[src/rtl/im_loader.sv]
// im_loader: frames a byte stream (A5, N, 4*N LE bytes [, xor checksum]) into IM word writes.
// Optional checksum byte and CSUM state are built when LOADER_CHECKSUM_EN is defined.
`default_nettype none

module im_loader #(
    parameter logic [31:0] ADDR_BASE = 32'd0,
    parameter int          MAX_WORDS = 64
) (
    input  logic        clk_i,
    input  logic        reset_i,
    input  logic [7:0]  byte_i,
    input  logic        byte_valid_i,
    output logic        byte_ready_o,
    output logic        we_o,
    output logic [31:0] waddr_o,
    output logic [31:0] wdata_o,
    output logic        core_reset_o,
    output logic        done_o,
    output logic        err_o
);

    localparam logic [2:0] S_IDLE  = 3'd0;
    localparam logic [2:0] S_LEN   = 3'd1;
    localparam logic [2:0] S_DATA  = 3'd2;
    localparam logic [2:0] S_WRITE = 3'd3;
`ifdef LOADER_CHECKSUM_EN
    localparam logic [2:0] S_CSUM  = 3'd4;
`endif
    localparam logic [2:0] S_DONE  = 3'd5;
    localparam logic [2:0] S_ERR   = 3'd6;

    localparam logic [8:0] MAX_LEN   = 9'(MAX_WORDS);
    localparam logic [7:0] SYNC_BYTE = 8'hA5;

    logic [2:0]  state;
    logic [2:0]  state_next;
    logic        accept;
    logic [7:0]  n_words;
    logic [7:0]  word_idx;
    logic [1:0]  byte_cnt;
    logic [31:0] word_buf;
    logic [31:0] waddr_q;
    logic [31:0] wdata_q;
`ifdef LOADER_CHECKSUM_EN
    logic [7:0]  csum;
`endif

    assign accept = byte_valid_i && (state != S_WRITE);

    always_ff @(posedge clk_i or posedge reset_i) begin
        if (reset_i) begin
            state <= S_IDLE;
        end else begin
            state <= state_next;
        end
    end

    always_comb begin
        state_next = state;
        case (state)
            S_IDLE, S_DONE, S_ERR: begin
                if (accept && byte_i == SYNC_BYTE) state_next = S_LEN;
            end
            S_LEN: begin
                if (accept) begin
                    if (byte_i == 8'd0 || {1'b0, byte_i} > MAX_LEN) state_next = S_ERR;
                    else                                           state_next = S_DATA;
                end
            end
            S_DATA: begin
                if (accept && byte_cnt == 2'd3) state_next = S_WRITE;
            end
            S_WRITE: begin
                if (word_idx + 8'd1 == n_words) begin
`ifdef LOADER_CHECKSUM_EN
                    state_next = S_CSUM;
`else
                    state_next = S_DONE;
`endif
                end else begin
                    state_next = S_DATA;
                end
            end
`ifdef LOADER_CHECKSUM_EN
            S_CSUM: begin
                if (accept) state_next = (byte_i == csum) ? S_DONE : S_ERR;
            end
`endif
            default: state_next = S_IDLE;
        endcase
    end

    // Status outputs are pure functions of the state so they move on the entering edge.
    always_comb begin
        byte_ready_o = (state != S_WRITE);
        we_o         = (state == S_WRITE);
        done_o       = (state == S_DONE);
        err_o        = (state == S_ERR);
        core_reset_o = (state != S_IDLE) && (state != S_DONE);
    end

    assign waddr_o = waddr_q;
    assign wdata_o = wdata_q;

    always_ff @(posedge clk_i or posedge reset_i) begin
        if (reset_i) begin
            n_words  <= 8'd0;
            word_idx <= 8'd0;
            byte_cnt <= 2'd0;
            word_buf <= 32'd0;
            waddr_q  <= ADDR_BASE;
            wdata_q  <= 32'd0;
`ifdef LOADER_CHECKSUM_EN
            csum     <= 8'd0;
`endif
        end else begin
            case (state)
                S_IDLE, S_DONE, S_ERR: begin
                    if (accept && byte_i == SYNC_BYTE) begin
                        word_idx <= 8'd0;
                        byte_cnt <= 2'd0;
`ifdef LOADER_CHECKSUM_EN
                        csum     <= 8'd0;
`endif
                    end
                end
                S_LEN: begin
                    if (accept) begin
                        n_words <= byte_i;
`ifdef LOADER_CHECKSUM_EN
                        csum    <= csum ^ byte_i;
`endif
                    end
                end
                S_DATA: begin
                    if (accept) begin
                        word_buf[{byte_cnt, 3'b000} +: 8] <= byte_i;
                        byte_cnt <= byte_cnt + 2'd1;
`ifdef LOADER_CHECKSUM_EN
                        csum     <= csum ^ byte_i;
`endif
                        // Capture address and data on the completing byte so they are valid during WRITE.
                        if (byte_cnt == 2'd3) begin
                            waddr_q <= ADDR_BASE + {22'd0, word_idx, 2'b00};
                            wdata_q <= {byte_i, word_buf[23:0]};
                        end
                    end
                end
                S_WRITE: begin
                    word_idx <= word_idx + 8'd1;
                end
                default: ;
            endcase
        end
    end

endmodule

`default_nettype wire

[config.mk]
export PLATFORM = sky130hd
export DESIGN_NAME = im_loader
export DESIGN_NICKNAME = d
export VERILOG_FILES = /design/src/rtl/im_loader.sv
export SDC_FILE = /design/constraint.sdc
export NUM_CORES = 1
export LEC_CHECK = 0
export ABC_CLOCK_PERIOD_IN_PS = 5750
export CORE_UTILIZATION = 50
export CTS_CLUSTER_DIAMETER = 50
export DETAILED_ROUTE_END_ITERATION = 10
export HOLD_SLACK_MARGIN = 0.02
export PLACE_DENSITY = 0.8
export SLEW_MARGIN = 20
export SYNTH_ARGS = -nofsm -noshare
export SYNTH_HDL_FRONTEND = slang
export SYNTH_SLANG_ARGS = --single-unit
export TNS_END_PERCENT = 5
[constraint.sdc]
create_clock -name clk_i -period 5.75 [get_ports clk_i]
set_clock_uncertainty 0.1 [all_clocks]
set_input_delay 0.575 -clock clk_i [delete_from_list [all_inputs] [get_ports clk_i]]
set_output_delay 0.575 -clock clk_i [all_outputs]
set_load 0.05 [all_outputs]
; ---- After elaboration in Yosys (flattened, before gate mapping)
; Index checks and enable logic that the tools add are counted.
[totals]
register_bits = 93
input_bits = 11
elab_cells = 56
[classes]
addsub = 3
magnitude_cmp = 1
n_eq_ne = 14
shifts = 2
muxes = 12
reduce_logical = 17
[op_table]
columns = op, n
row1 = bitwise mux 32 bit, 1
row2 = variable shift 8 x 7 -> 32 bit (first input constant), 1
row3 = indexed part select 8 x 7 -> 32 bit, 1
row4 = one-hot mux 8 bit (2 select lines), 1
row5 = 2-to-1 mux 3 bit, 5
row6 = one-hot mux 3 bit (4 select lines), 1
row7 = AND reduction 3 bit, 3
row8 = adder 8 x 1 -> 8 bit (second input constant), 1
row9 = equality test 8 bit, 1
row10 = equality test 8 bit (second input constant), 1
row11 = > comparator 8 x 7 -> 1 bit (second input constant), 1
row12 = zero test 8 bit, 1
row13 = 2-to-1 mux 8 bit, 1
row14 = != test 2 bit (second input constant), 4
row15 = negator 5 -> 7 bit, 1
row16 = equality test 3 x 2 -> 1 bit (second input constant), 2
row17 = equality test 3 bit (second input constant), 2
row18 = AND reduction 2 bit, 3
row19 = logical AND 1 bit, 4
row20 = 2-to-1 mux 2 bit, 2
row21 = one-hot mux 2 bit (2 select lines), 1
row22 = nonzero test 2 bit, 2
row23 = equality test 3 x 1 -> 1 bit (second input constant), 1
row24 = zero test 3 bit, 1
row25 = other kinds (7), 7

; ---- Depth between registers and ports, before layout
[depth]
depth_word = 5
ltp_mapped = 7
depth_no_buf = 6

; ---- Worst setup path before layout
; OpenSTA, ideal clock, no wires.
[synth_path]
kind = flip-flop to output port
startpoint = register state[1]
endpoint = output done_o
arrival_ns = 1.392
path_slack_ns = 3.683
stages_incl_launch_ff = 5
path_buffers = 1
cell_sequence = dfrtp_1 clkbuf_1 inv_1 nand2_1 nor2_1
[synth_via]
elab_chain_cells = 1
[synth_rtl]
columns = item, line_no
row1 = from (decl), 35  ; logic [2:0] state;
row2 = from (signal assigned), 54  ; state <= state_next;
row3 = equality test 3 bit, 97  ; done_o = (state == S_DONE);
row4 = to (decl), 18  ; output logic done_o,
; No other way between the ends.

; ---- Worst setup path in the final report
[layout_path]
startpoint = register state[0]
endpoint = output we_o
[layout_via]
elab_chain_cells = 1
[layout_rtl]
columns = item, line_no
row1 = equality test 3 x 2 -> 1 bit, 96  ; we_o = (state == S_WRITE);
row2 = to (decl), 14  ; output logic we_o,
; No other way between the ends.

==> results.cfg <==
[critical_path]
worstSetupEndpointType = output port
crit_required_ns = 5.08
startpoint_type = flip-flop
crit_path_max_fanout = 14
timing_worst_setup_path_type = flip-flop to output port
arrival_ns = 2.52

[clock_network]
cts-resized-gates = 0
cts_setup_buffers = 0
cts_htree_levels = 3
cts_sinks = 85
cts_made_buffers = 9
insertion_delay_ns = 0.35
clkSlewWorstSetupHoldPaths_ns = 0.09
cts_max_path_buffers = 2
postCtsHoldBufs = 0
cts_root_buf = clkbuf_8
cts_tree = yes

[routing]
drcViolationCount = 0
drt-total-wl_um = 8173
wl_per_cell_um = 15.51
ant_nets = 0
num_vias = 2824
first_iter_violations = 200
dr.pass1.iters = 4
viasPerCell = 5.359

[global_route]
grt_pass1_vias = 2781
grt_pass1_wl_um = 13680
track_usage = 0.2113
overflow = 0
antenna_found_initial = 0
grt_max_degree = 86

[timing]
rsz0062_at_grt = no
worst_hold_slack_ns = 0.3864
setup_viol = 0
slew_viol_final = 0
final.setup.tns_ns = 0
max_slew_margin = 0.3331
final_hold_viol_count = 0
period_share = 0.5558
worst_slew_pin_slew_ns = 0.9982
timing.fmax_ghz = 0.3129
fin_crit_ns = 3.196

[synthesis]
synth-seq-cells = 85
syn_inst = 367
synth.largest_area_cell = dfrtp_1
yosysSeqAreaShare = 0.5266
synth_edf_count = 0
synth_top_cell_area_share = 0.5266
ys.warnings.count = 0
syn-cell-area_sq_mm = 0.004039
ys_types = 51
synthTopCellsByArea = dfrtp_1 53%, mux2_2 13%, nand2_1 5.9%
ys.flop_type = dfrtp_1
async_flop_share = 1.000
avgSynthCellArea_sq_um = 11.01

[die]
rows = 32
coreArea_sq_mm = 0.007767
die-area_sq_mm = 0.008441
dieHeight_um = 91.88
io_pins = 80
start_util = 0.5200
fp.dieW_um = 91.88

[placement]
io_buffers = 55
hpwl_um = 5660
gp_congestion = 0.8347

[power]
power.leakage_nw = 2.155
power.density_cell_area_mw_per_mm2 = 329.4
ir_drop_mv = 0.2132

[final_layout]
antenna_cells = 0
layout-drive-gt1-share = 0.1718
nFillCells = 654
nNetsFinal = 437
area_delta_synth_final_pct = 17.81

[hold_path]
min_path_type = flip-flop to flip-flop

[job]
drv_cap = 0

[outcome]
status = finished clean
-- layout by cell type (no fill, tap or decap), types with 4 or more instances in the layout --
| cell | netlist | routed |
|---|---|---|
| dfrtp_1 | 85 | 85 |
| nand2_1 | 63 | 63 |
| clkdlybuf4s50_1 | 0 | 55 |
| mux2_2 | 46 | 46 |
| o21ai_0 | 37 | 37 |
| conb_1 | 1 | 24 |
| clkbuf_8 | 0 | 10 |
| nor2_1 | 8 | 8 |
| inv_1 | 8 | 7 |
| xnor2_1 | 7 | 7 |
| ha_1 | 6 | 6 |
| nand2b_1 | 4 | 4 |
| or3_1 | 4 | 4 |
| a21oi_1 | 4 | 4 |
-- synth_stat cells (all sizes together) (2+ instances only) --
library cell	instances
buf	32
or4	2
nand3b	2
inv	8
xnor2	7
a21o	2
nor3	2
dfrtp	85
nor2b	2
a22o	2
a31o	3
clkbuf	6
and3	2
or3	5
o22ai	2
xor2	3
o31ai	2
mux2	48
nand2b	4
o2bb2ai	2
nand3	4
nor2	9
nor3b	3
ha	6
nor4	3
nand2	63
o211ai	3
a21oi	4
o21ai	37
-- per-stage QoR --
step / setup slack [ns] / utilization / power (mW) / area (sq um) / std cells
floorplan: 2.882 / - / 1.078 / 4125 / 390
global placement: 3.003 / 0.5892 / 1.178 / 4577 / 511
detailed placement: 2.931 / 0.5892 / 1.194 / 4577 / 511
CTS: 2.577 / 0.6121 / 1.574 / 4755 / 527
global route: 2.398 / 0.6126 / 1.655 / 4758 / 527
finish: 2.554 / 0.6126 / 1.567 / 4758 / 527
-- routing by layer --
metal,vias up,part of all wire,global-route usage
li1,1323,-,-
met1,1398,0.44,0.2698
met2,91,0.50,0.3445
met3,12,0.046,0.04312
met4,0,0.017,0.1016
met5,-,0,0
-- path summary, 6_finish.rpt --
path | from | endpoint | slack [ns] | depth (start not counted)
worst max-delay path | state[0]$_DFFE_PP0P_ | we_o | 2.55 | 3
worst min-delay path | word_buf[6]$_DFFE_PP0P_ | word_buf[6]$_DFFE_PP0P_ | 0.39 | 2
worst max register to register | byte_cnt[0]$_DFFE_PP0P_ | word_buf[3]$_DFFE_PP0P_ | 3.41 | 5
worst min register to register | word_buf[6]$_DFFE_PP0P_ | word_buf[6]$_DFFE_PP0P_ | 0.39 | 2
max in group asynchronous | reset_i | state[1]$_DFFE_PP0P_ | 4.40 | 3
min in group asynchronous | reset_i | waddr_o[8]$_DFFE_PP0P_ | 0.66 | 3
-- critical path, stage by stage, from the launching register on --
cell and delay, ns:
dfrtp_1 0.62, nand3_1 0.42, inv_1 0.28, clkdlybuf4s50_1 0.85
-- cell type report --
type,count,area (sq um),share of cell area
clock buffer,12,145.1,0.03050
tap,102,127.6,0.02682
timing repair buffer,57,569.3,0.1196
multi-input combinational,259,1725,0.3626
inverter,8,31.28,0.006574
clock inverter,4,32.53,0.006837
sequential,85,2127,0.4470
-- power breakdown --
group	switching [mW]	internal, mW
clock	0.212	0.172
sequential	0.0714	0.674
combinational	0.280	0.158
-- kinds of logic after synthesis --
group                    count (synthesis)  synth area share
AO/OA/AOI/OAI                           64           0.09944
XOR/XNOR                                10           0.02169
adder cells (fa/ha/maj)                  6           0.01859
buffers and inverters                   46           0.06753
flip-flops                              85            0.5266
multiplexers                            49            0.1372
other                                    1         0.0009285
AND/OR/NAND/NOR                        106            0.1279
-- registers in the layout, summed over array words and instances (netlist names) --
register / cells
wdata_o: 32
word_buf: 24
n_words: 8
waddr_o: 8
word_idx: 8
state: 3
byte_cnt: 2
Note: power is estimated with default switching activity, not from simulation.
